`src/rtl/spy_event_reader.sv`:
```
// Locates the N-th most recent event in a frozen spy buffer by walking the
// event list backwards, then streams that event's words on a valid/ready port.
module spy_event_reader #(
  parameter int DATAWIDTH = 64,
  parameter int MEMWIDTH  = 6,
  parameter int METAWIDTH = 4
) (
  input  logic                 clock,
  input  logic                 resetbar,
  input  logic                 start,
  input  logic [METAWIDTH-1:0] event_index,
  input  logic                 abort,
  input  logic [MEMWIDTH-1:0]  mem_wptr,
  input  logic [METAWIDTH-1:0] meta_write_addr,
  output logic                 meta_read_enable,
  output logic [METAWIDTH-1:0] meta_read_addr,
  input  logic [MEMWIDTH:0]    meta_read_data,
  output logic                 read_enable,
  output logic [MEMWIDTH-1:0]  read_addr,
  input  logic [DATAWIDTH:0]   data_in,
  output logic [DATAWIDTH:0]   out_data,
  output logic                 out_valid,
  input  logic                 out_ready,
  output logic                 out_last,
  output logic                 busy,
  output logic                 done,
  output logic                 not_found,
  output logic [MEMWIDTH:0]    event_length,
  output logic [2:0]           debug_state
);

  localparam logic [2:0] S_IDLE   = 3'd0;
  localparam logic [2:0] S_MREAD  = 3'd1;
  localparam logic [2:0] S_MEVAL  = 3'd2;
  localparam logic [2:0] S_DREAD  = 3'd3;
  localparam logic [2:0] S_DOUT   = 3'd4;
  localparam logic [2:0] S_FINISH = 3'd5;

  logic [2:0]           state;
  logic [METAWIDTH-1:0] ptr;
  logic [METAWIDTH-1:0] skip;
  logic [METAWIDTH-1:0] scanned;
  logic [MEMWIDTH-1:0]  end_ptr;
  logic [MEMWIDTH-1:0]  raddr;
  logic [MEMWIDTH:0]    remaining;
  logic [DATAWIDTH:0]   hold_data;
  logic                 first_beat;
  logic                 not_found_q;
  logic [MEMWIDTH:0]    event_length_q;

  logic                 meta_sentinel;
  logic [MEMWIDTH-1:0]  meta_ptr;
  logic [MEMWIDTH-1:0]  diff;
  logic [MEMWIDTH:0]    located_len;
  logic [METAWIDTH-1:0] scanned_next;
  logic                 last_word;

  assign meta_sentinel = meta_read_data[MEMWIDTH];
  assign meta_ptr      = meta_read_data[MEMWIDTH-1:0];
  assign diff          = end_ptr - meta_ptr;
  // A zero distance means the event fills the whole spy memory.
  assign located_len   = {(diff == '0), diff};
  assign scanned_next  = scanned + 1'b1;
  assign last_word     = (remaining == (MEMWIDTH+1)'(1));

  // Stream handshake: a word transfers on any edge where out_valid && out_ready;
  // out_valid never drops and out_data never changes until that transfer.
  assign meta_read_enable = (state == S_MREAD);
  assign meta_read_addr   = (state == S_MREAD) ? ptr : '0;
  assign read_enable      = (state == S_DREAD);
  assign read_addr        = (state == S_DREAD) ? raddr : '0;
  assign out_valid        = (state == S_DOUT);
  assign out_last         = (state == S_DOUT) && last_word;
  assign out_data         = (state != S_DOUT) ? '0 : (first_beat ? data_in : hold_data);
  assign busy             = (state != S_IDLE);
  assign done             = (state == S_FINISH);
  assign not_found        = not_found_q;
  assign event_length     = event_length_q;
  assign debug_state      = state;

  always_ff @(posedge clock or negedge resetbar) begin
    if (!resetbar) begin
      state          <= S_IDLE;
      ptr            <= '0;
      skip           <= '0;
      scanned        <= '0;
      end_ptr        <= '0;
      raddr          <= '0;
      remaining      <= '0;
      hold_data      <= '0;
      first_beat     <= 1'b0;
      not_found_q    <= 1'b0;
      event_length_q <= '0;
    end else if (abort) begin
      state      <= S_IDLE;
      first_beat <= 1'b0;
    end else begin
      case (state)
        S_IDLE: begin
          if (start) begin
            ptr         <= meta_write_addr - 1'b1;
            end_ptr     <= mem_wptr;
            skip        <= event_index;
            scanned     <= '0;
            not_found_q <= 1'b0;
            state       <= S_MREAD;
          end
        end
        S_MREAD: state <= S_MEVAL;
        S_MEVAL: begin
          scanned <= scanned_next;
          if (!meta_sentinel && skip == '0) begin
            raddr          <= meta_ptr;
            remaining      <= located_len;
            event_length_q <= located_len;
            state          <= S_DREAD;
          end else begin
            ptr <= ptr - 1'b1;
            if (!meta_sentinel) begin
              end_ptr <= meta_ptr;
              skip    <= skip - 1'b1;
            end
            if (scanned_next == '1) begin
              not_found_q <= 1'b1;
              state       <= S_FINISH;
            end else begin
              state <= S_MREAD;
            end
          end
        end
        S_DREAD: begin
          first_beat <= 1'b1;
          state      <= S_DOUT;
        end
        S_DOUT: begin
          // Memory data is only guaranteed on the first cycle; keep a copy for stalls.
          first_beat <= 1'b0;
          if (first_beat) hold_data <= data_in;
          if (out_ready) begin
            raddr     <= raddr + 1'b1;
            remaining <= remaining - 1'b1;
            state     <= last_word ? S_FINISH : S_DREAD;
          end
        end
        S_FINISH: state <= S_IDLE;
        default:  state <= S_IDLE;
      endcase
    end
  end

endmodule
```
`config.mk`:
```
export PLATFORM = sky130hd
export DESIGN_NAME = spy_event_reader
export DESIGN_NICKNAME = d
export VERILOG_FILES = /design/src/rtl/spy_event_reader.sv
export SDC_FILE = /design/constraint.sdc
export NUM_CORES = 1
export LEC_CHECK = 0
export ABC_AREA = 1
export CORE_UTILIZATION = 55
export CTS_CLUSTER_SIZE = 24
export DETAILED_ROUTE_END_ITERATION = 10
export DONT_BUFFER_PORTS = 1
export PLACE_DENSITY_LB_ADDON = 0.3
export SLEW_MARGIN = 30
export SYNTH_ARGS = -nofsm -noshare
export SYNTH_HDL_FRONTEND = slang
export SYNTH_SLANG_ARGS = --single-unit
```
`constraint.sdc`:
```
create_clock -name clock -period 3.3 [get_ports clock]
set_input_delay 0.66 -clock clock [delete_from_list [all_inputs] [get_ports clock]]
set_output_delay 0.66 -clock clock [all_outputs]
set_load 0.01 [all_outputs]
```
==> flow_summary.ini <==
[grt]
overflow = 0
grt_first_pass_wirelength_um = 20450
grt_max_degree = 132
antenna_found_initial = 0
grt_pass1_vias = 4416
gr-usage-all-layers_pct = 22.57

[power_and_ir_drop]
pwr-share-comb_pct = 24.3
ir_drop_uv = 244.9
p_sw_share_pct = 33.28
p_int_mw = 2.027
p_sw_mw = 1.011
seqPwrFrac_pct = 51.9
power.share.clock_pct = 23.7
leakage_nw = 2.639
p_per_area_nw_per_um2 = 482.9

[detailed_routing]
vias = 4771
routed_via_density = 5.613
antenna_left = 0
routedWlPerCell_um = 15.12
drcViolationCount = 0
routed_wl_um = 12860
drt_pre_antenna_iters = 5
drtIter0Drc = 412

[layout]
layout_commonest_cell = nand2_1
syn_to_final_growth_pct = 3.842
drive_gt1_share_pct = 7.703
diodes = 0
final_nets = 814
most-common-layout-cells = 141 x nand2_1, 107 x nor2_1, 107 x dfrtp_1
nFillCells = 924

[worst_hold_path]
min_path_type = primary input to asynchronous set/reset pin

[sta]
rsz0062_at_grt = no
fin_skew_ps = 7.702
slew_violations = 0
timing_hold_violations_final = 0
fmax_mhz = 369.7
finalSetupViolCount = 0
setup_slack_ps = 595.0
period_needed_ps = 2705
relSlewSlack_pct = 60.60
timing.final.crit_share_pct = 81.97
worst_pin_slew_ps = 590.1
totalNegativeSetupSlack_ps = 0

[floorplanning]
initial_utilization_pct = 57.64
rows = 37
die_height_um = 106.9
core_area_um2 = 10510
die_x_um = 106.9
io_pins = 183
dieArea_um2 = 11440

[worst_setup_path]
startpoint_type = flip-flop
crit_required_ps = 2640
worstPathArrival_ps = 2050
cp-end-kind = output pin
path_max_fanout = 8
critical_path_class = flip-flop to output pin

[clocking]
clockRootBuffer = clkbuf_8
cts.sinks = 108
ctsHoldBuffers = 1
post_cts_resized = 0
clk_pin_slew_ps = 100
clk_latency_ps = 360
post-cts-setup-buffers = 0
cts.path.max_buffers = 2
cts_tree = done
cts_made_buffers = 9
cts_max_level = 3

[logic_synthesis]
synth_cells = 729
synth_cell_type_count = 37
seq_area_frac_synth_pct = 44.62
synth_warnings = 0
syn-num-nets = 834
ys_seq_elements = 108
yosys_most_used_dff = dfrtp_1
ys_async_sr_fraction_pct = 100.0
synth_edf_count = 0
syn-cell-area_um2 = 6057
postSynthAreaPerCell_um2 = 8.309

[placement]
dp_hpwl_um = 9345
port_buffers = 0
routabilityCongestion = 0.8177
pre_cts_slack_ps = 958.7

[flow_run]
maxCapViolations = 0

[run_status]
status = complete, no violations
## synth_stat cells (3+ instances only)
master | instances | area share (%)
inv_2 | 5 | 0.31
buf_2 | 24 | 2.0
o21ai_0 | 94 | 7.8
nor2_4 | 3 | 0.56
o211ai_1 | 4 | 0.50
o21ai_1 | 3 | 0.25
xor2_1 | 5 | 0.72
dfrtp_1 | 108 | 45
buf_4 | 3 | 0.37
o21ai_2 | 7 | 1.0
xnor2_1 | 4 | 0.58
nand2_1 | 141 | 8.7
nand2_2 | 8 | 0.83
a21oi_1 | 22 | 1.8
mux2i_1 | 65 | 11
nor3_1 | 7 | 0.58
ha_1 | 13 | 2.7
inv_1 | 49 | 3.0
nand2_4 | 3 | 0.56
nor2_1 | 107 | 6.6
nand3_1 | 25 | 2.1
clkbuf_1 | 6 | 0.37
o31ai_1 | 4 | 0.50
## power by group through the flow
stage,clock network [mW],logic (mW),registers (mW)
after floorplan,0,0.590,1.57
after global placement,0,0.674,1.60
after detailed placement,0,0.703,1.60
after CTS,0.744,0.739,1.58
after global routing,0.784,0.837,1.60
final,0.721,0.739,1.58
## flip-flops by register name, summed over array words and instances (netlist names), 4 cells and up
register      count
hold_data        65
end_ptr           6
scanned           4
raddr             6
remaining         7
event_length      7
skip              4
ptr               4
## metrics by stage
| stage | total power, mW | utilization, % | hold WS [ps] | instance area (µm²) | instances |
|---|---|---|---|---|---|
| finish | 3.038 | 59.85 | 225.8 | 6290 | 850 |
| global route | 3.220 | 59.85 | 264.2 | 6290 | 850 |
| CTS | 3.060 | 59.85 | 237.6 | 6290 | 850 |
| detailed placement | 2.307 | 57.98 | 366.9 | 6093 | 833 |
| global placement | 2.270 | 57.98 | 366.7 | 6093 | 833 |
| floorplan | 2.160 | - | 364.4 | 6057 | 729 |
## area by class of cell
cell class	instances	area (µm²)	area share, %
clock inverter	5	27.53	0.4376
inverter	55	209.0	3.322
sequential	108	2706	43.03
multi-input combinational	528	2938	46.71
tap	136	170.2	2.705
timing repair buffer	7	97.59	1.552
clock buffer	11	141.4	2.248
## per-layer routing
| layer | up-vias | wire [µm] | GRT usage (%) |
|---|---|---|---|
| li1 | 2346 | - | - |
| met1 | 2232 | 5563 | 28.21 |
| met2 | 176 | 6194 | 38.11 |
| met3 | 17 | 836 | 4.195 |
| met4 | 0 | 261 | 9.980 |
| met5 | - | 0 | 0 |
## logic make-up (layout without fill, tap and decap cells)
kind of cell | count (synthesis) | count (layout) | synth area share (%)
flops | 108 | 108 | 44.62
buf+inv | 93 | 78 | 6.961
mux | 65 | 65 | 10.74
xor+xnor | 9 | 9 | 1.301
simple gates | 302 | 302 | 20.99
fa+ha+maj | 14 | 14 | 3.016
compound gates | 138 | 138 | 12.37
## final timing paths
path	start	end	slack, ps	cells past startpoint
worst max-delay path	debug_state[1]	read_addr[1]	590	4
worst min-delay path	resetbar	hold_data[18]	230	1
worst max register to register	debug_state[1]	raddr[5]	1080	9
worst min register to register	hold_data[29]	hold_data[29]	490	2
max in group asynchronous	resetbar	first_beat	2660	1
min in group clock	abort	first_beat	340	1
## worst max-delay path: stages (launching register included)
cell,delay [ps]
dfrtp_1,530
inv_2,110
nor3_1,430
inv_1,290
nor2_1,320
(Power assumes the default switching activity.)
